File: config.mk
export PLATFORM = sky130hd
export DESIGN_NAME = ppa_32
export DESIGN_NICKNAME = d
export VERILOG_FILES = /design/src/rtl/ppa_32.sv
export SDC_FILE = /design/constraint.sdc
export NUM_CORES = 1
export LEC_CHECK = 0
export ABC_AREA = 1
export CORE_ASPECT_RATIO = 0.8
export CORE_MARGIN = 5
export CORE_UTILIZATION = 38
export CTS_CLUSTER_SIZE = 8
export DETAILED_ROUTE_END_ITERATION = 6
export PLACE_DENSITY = 0.67
export SETUP_SLACK_MARGIN = 0.1
export SYNTH_ARGS = -nofsm -noshare
export SYNTH_HDL_FRONTEND = slang
export SYNTH_SLANG_ARGS = --single-unit
File: constraint.sdc
create_clock -name clk -period 0.8 [get_ports clk]
set_clock_uncertainty 0.1 [all_clocks]
set_input_delay 0.16 -clock clk [delete_from_list [all_inputs] [get_ports clk]]
set_output_delay 0.16 -clock clk [all_outputs]
set_load 0.02 [all_outputs]
File: src/rtl/ppa_32.sv
// ppa_32: registered 32-bit Kogge-Stone parallel-prefix adder, {Cout, S} = A + B + Cin
//   clk   : rising-edge clock
//   rst_n : asynchronous active-low reset, clears S and Cout
//   A, B  : 32-bit addends
//   Cin   : carry-in (weight 2^0)
//   S     : registered 32-bit sum
//   Cout  : registered carry-out of bit 31
module ppa_32 (
    input  logic        clk,
    input  logic        rst_n,
    input  logic [31:0] A,
    input  logic [31:0] B,
    input  logic        Cin,
    output logic [31:0] S,
    output logic        Cout
);
    logic [31:0] g0;
    logic [31:0] p0;
    logic [31:0] c;
    logic [31:0] sum;
    assign g0 = A & B;
    assign p0 = A ^ B;
    // Each level k combines with the node 2^k positions below. Propagate terms
    // are only kept for bits that still need them: a bit whose span already
    // reaches position 0 holds its final carry, so its P is never read again.
    for (genvar k = 0; k < 5; k++) begin : lvl
        localparam int SPAN = 1 << k;
        logic [31:0]    gi;
        logic [31:0]    go;
        logic [31:SPAN] pi;
        if (k == 0) begin : src
            // Cin is folded in as a generate entering below bit 0
            assign gi = {g0[31:1], g0[0] | (p0[0] & Cin)};
            assign pi = p0[31:1];
        end else begin : src
            assign gi = lvl[k-1].go;
            assign pi = lvl[k-1].pp.po;
        end
        for (genvar i = 0; i < 32; i++) begin : gc
            if (i >= SPAN) begin : blk
                assign go[i] = gi[i] | (pi[i] & gi[i-SPAN]);
            end else begin : buf_
                assign go[i] = gi[i];
            end
        end
        if (k < 4) begin : pp
            logic [31:2*SPAN] po;
            for (genvar i = 2 * SPAN; i < 32; i++) begin : pc
                assign po[i] = pi[i] & pi[i-SPAN];
            end
        end
    end
    // c[i] is the carry out of bit i, Cin included
    assign c   = lvl[4].go;
    assign sum = p0 ^ {c[30:0], Cin};
    always_ff @(posedge clk or negedge rst_n) begin
        if (!rst_n) begin
            S    <= 32'h0;
            Cout <= 1'b0;
        end else begin
            S    <= sum;
            Cout <= c[31];
        end
    end
endmodule

# After elaboration in Yosys (flattened, before gate mapping)
# Cells that the tools add are included.
# word_totals
ff_bits,33
out_inout_bits,33
# op_classes
n_bitwise,361
# ops
cell,count
1-bit bitwise AND,228
1-bit bitwise OR,130
32-bit bitwise XOR,2
32-bit bitwise AND,1

# Longest topological paths before layout
# Gate-level depths: netlist (run 1).
# depth
depth_word,13
depth_mapped,12
mapped_depth_nobuf,12

# Worst setup path after synthesis (run 1)
# Ideal clock, no wire load.
# synth_path
path_kind,input-to-reg
startpoint,input port A[0]
endpoint,register S[28]
arrival_ps,1704
required_time_ps,583
setup_time_ps,117
stages,12
path_buffers,0
setup_slack_ps,-1121
cell_sequence,fa_1 > fa_1 > nand3_1 > nand3_2 > nand2_1 > nand2_2 > nand2_2 > nand2_2 > nand2_1 > nand2_1 > nand2_1 > nand2_1
# synth_between
elab_chain_len,12
elab_cells_between_ends,13
cone_classes,bitwise: 13
# synth_rtl
item,line,rtl
start: declaration,11,"input logic [31:0] A,"
32-bit bitwise XOR,22,assign p0 = A ^ B;
1-bit bitwise AND,33,"assign gi = {g0[31:1], g0[0] | (p0[0] & Cin)};"
1-bit bitwise OR *,33,
1-bit bitwise AND *,41,assign go[i] = gi[i] | (pi[i] & gi[i-SPAN]);
1-bit bitwise OR *,41,
1-bit bitwise AND *,41,
1-bit bitwise OR *,41,
1-bit bitwise AND *,41,
1-bit bitwise OR *,41,
1-bit bitwise AND *,41,
1-bit bitwise OR *,41,
32-bit bitwise XOR *,55,"assign sum = p0 ^ {c[30:0], Cin};"
net sum[28],20,logic [31:0] sum;
end signal: assignment,61,S <= sum;
end: declaration,14,"output logic [31:0] S,"
# The timed path passes the listed nets; every way through them passes the cells marked *.

# Worst setup path after layout (run 1)
# layout_path
startpoint,input port Cin
endpoint,register S[28]
# layout_between
elab_chain_len,11
# layout_rtl
item,line,rtl
start: declaration,13,"input logic Cin,"
1-bit bitwise AND,33,
1-bit bitwise OR,33,
1-bit bitwise AND,41,
1-bit bitwise OR,41,
1-bit bitwise AND,41,
1-bit bitwise OR,41,
1-bit bitwise AND,41,
1-bit bitwise OR,41,
1-bit bitwise AND,41,
1-bit bitwise OR,41,
32-bit bitwise XOR,55,
net sum[28],20,
# The timed path passes the listed nets, and every way through them passes these cells.

==> results of run 1 <==
-- cell usage in the layout, fill, tap and decap left out, drive strengths merged, types with 3 or more instances in the layout --
master         instances
nand2                231
buf                  126
inv                  111
nor2                  42
clkbuf                35
dfrtp                 33
ha                    31
nand3                 26
a21oi                 21
dlygate4sd2           15
xor2                  15
clkdlybuf4s15         12
nor3                   7
nand4                  4
clkdlybuf4s50          3
-- cell families after synthesis --
logic type,count (synthesis)
adders and majority gates,33
DFF,33
xor gates and xnor gates,15
AOI/OAI and AO/OA,25
and+or+nand+nor,313
buffers and inverters,111
-- flip-flops by register name (all words and copies together), names as in the netlist --
signal	flops
Cout	1
S	32
-- routing by layer --
layer / GRT usage, % / part of all wire, % / up-vias / wire [µm]
met1: 32.12 / 47 / 1840 / 5803
met5: 0 / 0 / - / 0
met4: 3.504 / 1.2 / 0 / 150
met2: 37.62 / 48 / 91 / 5898
met3: 2.025 / 3.5 / 13 / 426
li1: - / - / 1967 / -
-- layout make-up --
class | instances | area share, %
multi-input combinational | 386 | 50.16
timing repair buffer | 185 | 25.48
sequential | 33 | 13.68
inverter | 111 | 6.987
tap | 112 | 2.322
clock buffer | 6 | 1.203
clock inverter | 2 | 0.1659
-- what timing repair did --
action,CTS,global route
buffers inserted,14,12
hold endpoints to repair,0,0
resized for setup,401,144
endpoints found under the setup margin,66,65
pin swaps,69,63
-- through the flow --
stage	power [µW]	setup TNS (ns)
after floorplan	4102	-21.42
after global placement	6101	-55.28
after detailed placement	6128	-56.20
after CTS	7941	-30.27
after global routing	8790	-34.26
final	8296	-31.76
-- path summary, 6_finish.rpt --
| check | startpoint | end | slack [ns] | cells past startpoint |
|---|---|---|---|---|
| min in group asynchronous | rst_n | S[5] | 0.15 | 2 |
| hold / removal | A[0] | S[0] | 0.04 | 2 |
| setup / recovery | Cin | S[28] | -0.89 | 13 |
| max in group asynchronous | rst_n | S[26] | 0.29 | 2 |
-- power groups by stage --
stage / clock network [µW] / registers [µW] / logic (µW)
after global routing: 1370 / 2180 / 5240
after detailed placement: 0 / 2110 / 4020
after floorplan: 0 / 2540 / 1560
final: 1280 / 2140 / 4870
after global placement: 0 / 2110 / 3990
after CTS: 1310 / 2150 / 4480
==> qor.yml, run 1 <==
setup_path:
  cp_num_buf_inv: 1
  worst-endpoint-arrival_ns: 1.77
  cp-end-kind: "flip-flop"
  setup.worst_path.class: "input pin to flip-flop"
  timing.critical_path.from_type: "input pin"
  crit_slowest_cell: "sky130_fd_sc_hd__fa_2"
  crit_chain: "buf_8 > fa_2 > fa_2 > nand3_2 > nand3_2 > nand2_2 > nand2_4 > nand2_4 > nand2_4 > nand2_2 > nand2_1 > nand2_1 > nand2_1"
  critPathMaxFanout: 4
  delay_of_the_slowest_critical_path_stage_ns: 0.41
  required_ns: 0.88
  cp_top_family: "adder cells"
final_layout:
  final_cell_count_no_fill: 835
  drive_gt1_share_pct: 48.13
  antenna_cells_inserted: 0
  area_taken_by_multi_input_logic_gates_um2: 3027
  area.sequential_um2: 825.8
  number_of_fillers_in_the_final_layout: 673
  layout.cell_area.non_filler_um2: 6035
  finish.net_count: 822
  finalCoreUtilization_pct: 71.77
  area_growth_syn_to_layout_pct: 86.58
sta:
  final_max_slew_viol_count: 0
  final_period_minus_worst_setup_slack_ns: 1.692
  min_period_over_period_pct: 211.5
  fmax_mhz: 591.1
  whs_ns: 0.04465
  setup_ws_ns: -0.8919
  timing.final.hold_violations: 0
  tightest_pin_transition_ns: 0.3307
  max_slew_margin_pct: 77.78
  setup_viol_count_final: 65
  rsz_0062_raised_after_global_routing: "yes"
status:
  violations: "setup timing"
  status: "finished with violations"
logic_synthesis:
  synth_xor_xnor_area_share_pct: 4.062
  synth.top_cells.by_count: "sky130_fd_sc_hd__nand2_1, sky130_fd_sc_hd__inv_1, sky130_fd_sc_hd__nor2_1"
  synth_mux_area_share_pct: 0
  post-synth-top-area-cell: "sky130_fd_sc_hd__dfrtp_1"
  mappedNetlistNets: 630
  synth_compound_gate_area_share_pct: 4.101
  synth.top_cell.area_share_pct: 25.53
  synth_top_family_by_area: "simple AND/OR/NAND/NOR gates"
  synth.area.top_cells: "sky130_fd_sc_hd__dfrtp_1, sky130_fd_sc_hd__nand2_1, sky130_fd_sc_hd__inv_1"
  yosys.area_share.simple_pct: 40.19
  netlist_instances: 530
  synth_most_common_cell: "sky130_fd_sc_hd__nand2_1"
  number_of_enable_type_register_cells_in_the_synthesized_netlist: 0
  synth_adder_area_share_pct: 13.23
  synth_top_flop_cell: "sky130_fd_sc_hd__dfrtp_1"
  asyncSetResetFlopFracSynth_pct: 100.0
  synth_seq_cells: 33
  post_synth.cell_area_avg_um2: 6.103
  synth_cell_type_count: 22
  ys_warn_count: 0
  synth_seq_area_share_pct: 25.53
  mappedNetlistArea_um2: 3234
clock_tree:
  cts_made_buffers: 5
  hold_fix_buffers_at_cts: 0
  cts_tree: "done"
  cts.sinks: 33
  clock_tree.htree_level_count: 2
  cts_root_buffer: "sky130_fd_sc_hd__clkbuf_8"
  worst_setup_hold_path_clk_slew_ns: 0.07
  cts.path.max_buffers: 2
drt:
  first_iter_violations: 163
  via_per_inst: 4.684
  wl_per_cell_um: 14.71
  postRouteWirelength_mm: 12.28
  drtPass1Iterations: 4
  vias: 3911
  remaining_drc_errors: 0
  antenna_left: 0
placement:
  dpl_worst_slack_ns: -1.511
  placed_area_um2: 5186
  finalWeightedCongestion: 0.9244
  port-buffer-count: 99
  dp_hpwl_mm: 9.312
  placedCellCount: 803
die:
  fp.dieW_um: 113.1
  top_level_ports: 100
  design.core.area_um2: 8408
  initial_core_util_pct: 38.47
  die_area_um2: 10470
  core.rowCount: 30
  floorplan.die.height_um: 92.52
pwr:
  power-per-cell-area_nw_per_um2: 1375
  p_switching_uw: 3361
  seq_power_share_pct: 25.8
  clock_power_share_pct: 15.4
  peak_supply_drop_uv: 906.9
  comb_power_share_pct: 58.7
  switching_share_pct: 40.52
  power.leakage_uw: 0.003320
  internal_power_uw: 4934
grt:
  grt_antenna_before_repair: 0
  global_route.usage.total_pct: 22.50
  via_count_of_the_first_global_routing_pass: 3912
  grt_start_max_net_pins: 25
  gr-total-overflow: 0
  first_pass_grt_wire_length_mm: 18.88
min_path:
  worstHoldPathType: "input pin to flip-flop"
job:
  drv_cap: 0
No activity file was read; power rests on OpenSTA's default activity.
==> run 2, diff against run 1 <==
- DONT_BUFFER_PORTS: not set -> 1
- MAX_ROUTING_LAYER: not set -> met4
- PLACE_DENSITY: 0.67 -> not set
==> qor.yml, run 2 (synthesis gave the netlist of run 1 again) <==
clock_tree:
  cts_tree: "done"
  worst_setup_hold_path_clk_slew_ns: 0.09  # +0.02 ns
  cts_root_buffer: "sky130_fd_sc_hd__clkbuf_8"
  cts.sinks: 33  # unchanged
  cts_made_buffers: 5  # unchanged
  cts.path.max_buffers: 2  # unchanged
  clock_tree.htree_level_count: 2  # unchanged
sta:
  final_max_slew_viol_count: 0  # unchanged
  fmax_mhz: 652.8  # +10%
  min_period_over_period_pct: 191.5  # -20 points
  rsz_0062_raised_after_global_routing: "yes"
  setup_ws_ns: -0.7319  # +0.1600 ns
  setup_viol_count_final: 65  # unchanged
  final_period_minus_worst_setup_slack_ns: 1.532  # -0.1600 ns
  timing.final.hold_violations: 35  # +35
  tightest_pin_transition_ns: 0.4445  # +0.1138 ns
  whs_ns: -0.5624  # -0.6071 ns
  max_slew_margin_pct: 70.09  # -7.7 points
grt:
  grt_antenna_before_repair: 0  # unchanged
  gr-total-overflow: 0  # unchanged
  first_pass_grt_wire_length_mm: 15.99  # -15%
  via_count_of_the_first_global_routing_pass: 3310  # -15%
  global_route.usage.total_pct: 19.55  # -2.9 points
  grt_start_max_net_pins: 34  # +36%
drt:
  antenna_left: 0  # unchanged
  vias: 3330  # -15%
  wl_per_cell_um: 13.92  # -5.3%
  remaining_drc_errors: 0  # unchanged
  drtPass1Iterations: 4  # unchanged
  first_iter_violations: 221  # +36%
  via_per_inst: 4.651  # -0.70%
  postRouteWirelength_mm: 9.968  # -19%
status:
  status: "finished with violations"
  violations: "hold timing, setup timing"
setup_path:
  critPathMaxFanout: 4  # unchanged
  required_ns: 0.89  # about the same
  crit_slowest_cell: "sky130_fd_sc_hd__fa_2"
  cp-end-kind: "flip-flop"
  timing.critical_path.from_type: "input pin"
  cp_top_family: "adder cells"
  crit_chain: "fa_2 > fa_2 > nand3_2 > nand3_2 > nand2_2 > nand2_4 > buf_4 > buf_4 > xor2_1"
  worst-endpoint-arrival_ns: 1.62  # -0.15 ns
  setup.worst_path.class: "input pin to flip-flop"
  cp_num_buf_inv: 2  # +1
  delay_of_the_slowest_critical_path_stage_ns: 0.38  # -0.03 ns
min_path:
  worstHoldPathType: "input pin to asynchronous set/reset pin"
final_layout:
  drive_gt1_share_pct: 33.94  # -14 points
  area_growth_syn_to_layout_pct: 42.90
  finish.net_count: 703  # -14%
  antenna_cells_inserted: 0  # unchanged
  area_taken_by_multi_input_logic_gates_um2: 2614  # -14%
  number_of_fillers_in_the_final_layout: 826  # +23%
  reg.largest.list: "S x32, Cout x1"
  layout.cells.most_common_list: "sky130_fd_sc_hd__nand2_1, sky130_fd_sc_hd__inv_1, sky130_fd_sc_hd__buf_4"
  regMostFlops: "S"
  area.sequential_um2: 850.8  # +3.0%
  final_common_cell: "sky130_fd_sc_hd__nand2_1"
  flip_flop_count_of_the_largest_register_after_layout: 32  # unchanged
die:
  top_level_ports: 100  # unchanged
  fp.dieW_um: 113.1  # unchanged
  design.core.area_um2: 8408  # unchanged
  core.rowCount: 30  # unchanged
  floorplan.die.height_um: 92.52  # unchanged
  die_area_um2: 10470  # unchanged
  initial_core_util_pct: 38.47  # unchanged
pwr:
  p_total_uw: 6693  # -19%
  peak_supply_drop_uv: 678.1  # -25%
  power.leakage_uw: 0.002553  # -23%
  power-per-cell-area_nw_per_um2: 1448  # +5.3%
placement:
  port-buffer-count: 0  # -100%
  finalWeightedCongestion: 0.8954  # -3.1%
  dp_hpwl_mm: 8.193  # -12%
job:
  drv_cap: 0  # unchanged
run 2: per-stage QoR:
step	instance area [µm²]	instances	setup WS, ns	setup TNS [ns]	util, %
floorplan	3577	530	-0.9829	-21.42	-
global placement	4145	699	-1.026	-26.49	49.30
detailed placement	4145	699	-1.082	-27.40	49.30
CTS	4390	709	-0.6867	-23.44	52.22
global route	4622	716	-0.8121	-26.17	54.97
finish	4622	716	-0.7319	-23.76	54.97
run 2: final cells by class:
type / instances / area share [%]
multi-input cells: 386 / 56.55
flip-flops and latches: 33 / 18.41
clock inverters: 3 / 0.3790
repair buffers: 66 / 11.13
well taps: 112 / 3.032
clock buffers: 5 / 1.489
inverters: 111 / 9.015
run 2: final timing paths:
path	startpoint	slack, ns	endpoint	depth (start not counted)
worst max-delay path	Cin	-0.73	S[8]	9
worst min-delay path	rst_n	-0.56	S[7]	0
max in group asynchronous	rst_n	1.06	S[25]	0
min in group clk	B[1]	-0.04	S[1]	1
run 2: timing repair:
| item | in CTS | in global routing |
|---|---|---|
| endpoints found under the hold margin | 35 | 35 |
| pin swaps | 18 | 17 |
| cloned | 0 | 0 |
| endpoints found under the setup margin | 65 | 65 |
| gates resized for setup | 49 | 51 |
| buffers inserted | 2 | 8 |
run 2: power by group:
group | leakage (µW) | total [µW] | internal [µW] | switching, µW
Clock | 0.0000439 | 1340 | 602 | 735
Combinational | 0.00214 | 2760 | 1290 | 1470
Sequential | 0.000369 | 2600 | 2030 | 565
Total | 0.00255 | 6690 | 3920 | 2770
run 2: metal layers:
| layer | vias to the layer above | GRT usage [%] | wire (µm) |
|---|---|---|---|
| met1 | 1512 | 27.65 | 4914 |
| met2 | 76 | 29.44 | 4486 |
| li1 | 1733 | - | - |
| met4 | 0 | 3.604 | 101 |
| met5 | - | - | 0 |
| met3 | 9 | 3.592 | 465 |
==> run 3, diff against run 2 <==
- CORE_ASPECT_RATIO: 0.8 -> not set
==> qor.yml, run 3 (synthesis gave the netlist of run 1 again) <==
die:
  design.core.area_um2: 8258  # -1.8%
  initial_core_util_pct: 39.17  # +0.70 points
  core.rowCount: 33  # +10%
  die_area_um2: 10460  # -0.12%
  fp.dieW_um: 102.3  # -9.6%
  floorplan.die.height_um: 102.3  # +11%
  top_level_ports: 100  # unchanged
clock_tree:
  clock_tree.htree_level_count: 2  # unchanged
  worst_setup_hold_path_clk_slew_ns: 0.08  # about the same
  cts.path.max_buffers: 2  # unchanged
  cts_made_buffers: 5  # unchanged
  cts_root_buffer: "sky130_fd_sc_hd__clkbuf_8"
  cts_tree: "done"
  cts.sinks: 33  # unchanged
final_layout:
  final_common_cell: "sky130_fd_sc_hd__nand2_1"
  layout.cells.most_common_list: "sky130_fd_sc_hd__nand2_1, sky130_fd_sc_hd__inv_1, sky130_fd_sc_hd__buf_4"
  reg.largest.list: "S x32, Cout x1"
  regMostFlops: "S"
  finish.net_count: 698  # -0.71%
  final_cell_count_no_fill: 704  # -1.7%
  finalCoreUtilization_pct: 54.44  # -0.53 points
  antenna_cells_inserted: 0  # unchanged
  area_growth_syn_to_layout_pct: 38.99
  drive_gt1_share_pct: 30.55  # -3.4 points
  flip_flop_count_of_the_largest_register_after_layout: 32  # unchanged
setup_path:
  crit_chain: "fa_2 > fa_2 > nand3_2 > nand3_2 > nand2_2 > nand2_4 > buf_4 > nand2_2 > nand2_2 > xor2_1"
  setup.worst_path.class: "input pin to flip-flop"
  timing.critical_path.from_type: "input pin"
  cp-end-kind: "flip-flop"
  cp_num_buf_inv: 1  # -1
  crit_slowest_cell: "sky130_fd_sc_hd__fa_2"
  worst-endpoint-arrival_ns: 1.59  # -0.03 ns
  cp_top_family: "adder cells"
  required_ns: 0.89  # about the same
  worst_path_most_repeated_cell: "sky130_fd_sc_hd__nand2_2"
  critPathMaxFanout: 4  # unchanged
  delay_of_the_slowest_critical_path_stage_ns: 0.39  # about the same
sta:
  setup_ws_ns: -0.7031  # +0.02873 ns
  setup_viol_count_final: 65  # unchanged
  tightest_pin_transition_ns: 0.3973  # -0.04717 ns
  max_slew_margin_pct: 73.51  # +3.4 points
  whs_ns: -0.5546  # +0.007867 ns
  final_period_minus_worst_setup_slack_ns: 1.503  # -0.02873 ns
  fmax_mhz: 665.3  # +1.9%
  rsz_0062_raised_after_global_routing: "yes"
  min_period_over_period_pct: 187.9  # -3.6 points
  timing.final.hold_violations: 37  # +5.7%
  final_max_slew_viol_count: 0  # unchanged
  timing.setup.tns_ns: -25.98  # -2.228 ns
drt:
  postRouteWirelength_mm: 9.591  # -3.8%
  via_per_inst: 4.614  # -0.80%
  wl_per_cell_um: 13.62  # -2.1%
  first_iter_violations: 112  # -49%
  drtPass1Iterations: 6  # +2
  remaining_drc_errors: 0  # unchanged
  vias: 3248  # -2.5%
  antenna_left: 0  # unchanged
pwr:
  power-per-cell-area_nw_per_um2: 1462  # +0.95%
  power.leakage_uw: 0.002514  # -1.5%
  peak_supply_drop_uv: 628.5  # -7.3%
status:
  violations: "hold timing, setup timing"
  status: "finished with violations"
grt:
  gr-total-overflow: 0  # unchanged
  first_pass_grt_wire_length_mm: 15.08  # -5.7%
  global_route.usage.total_pct: 19.19  # -0.36 points
  grt_start_max_net_pins: 34  # unchanged
  via_count_of_the_first_global_routing_pass: 3204  # -3.2%
  grt_antenna_before_repair: 0  # unchanged
placement:
  dpl_worst_slack_ns: -1.088  # -0.005790 ns
  dp_hpwl_mm: 7.802  # -4.8%
  port-buffer-count: 0  # unchanged
  finalWeightedCongestion: 0.8510  # -5.0%
  placedCellCount: 683  # -2.3%
min_path:
  worstHoldPathType: "input pin to asynchronous set/reset pin"
job:
  drv_cap: 0  # unchanged
run 3: where the power goes:
part / internal, µW / leakage [µW] / switching (µW) / total, µW
logic: 1230 / 0.00211 / 1390 / 2620
registers: 2040 / 0.000364 / 582 / 2620
clock network: 602 / 0.0000439 / 722 / 1320
total: 3880 / 0.00251 / 2690 / 6570
run 3: final timing paths:
kind	cells past startpoint	endpoint	startpoint
min in group clk	1	S[0]	Cin
worst max-delay path	10	S[16]	A[0]
max in group asynchronous	0	S[31]	rst_n
worst min-delay path	0	S[3]	rst_n
run 3: timing repair:
| action | in CTS | in global routing |
|---|---|---|
| setup buffers | 7 | 6 |
| setup endpoints to repair | 65 | 65 |
| endpoints found under the hold margin | 38 | 37 |
| pin swaps | 15 | 6 |
| gates resized for setup | 56 | 23 |
run 3: final cells by class:
type                       count  area, µm²
inverter                     111      416.7
timing repair buffer          61      484.2
multi-input combinational    386       2520
tap                          105      131.4
clock buffer                   5      68.82
clock inverter                 3      17.52
sequential                    33      857.1
fill                         818       3762
run 3: layer usage:
layer / vias up / track usage, % / routed length (µm)
li1: 1721 / - / -
met1: 1438 / 25.49 / 4497
met2: 79 / 29.54 / 4422
met3: 10 / 3.823 / 555
met4: 0 / 5.752 / 115
met5: - / - / 0
run 3: stage by stage:
stage	total power, µW	hold slack [ns]	cell area (µm²)
2_1_floorplan	4102	-0.2356	3577
3_3_place_gp	4928	-0.2343	4069
3_5_place_dp	4951	-0.2346	4069
4_1_cts	6524	-0.5625	4364
5_1_grt	7083	-0.5737	4496
6_report	6572	-0.5546	4496
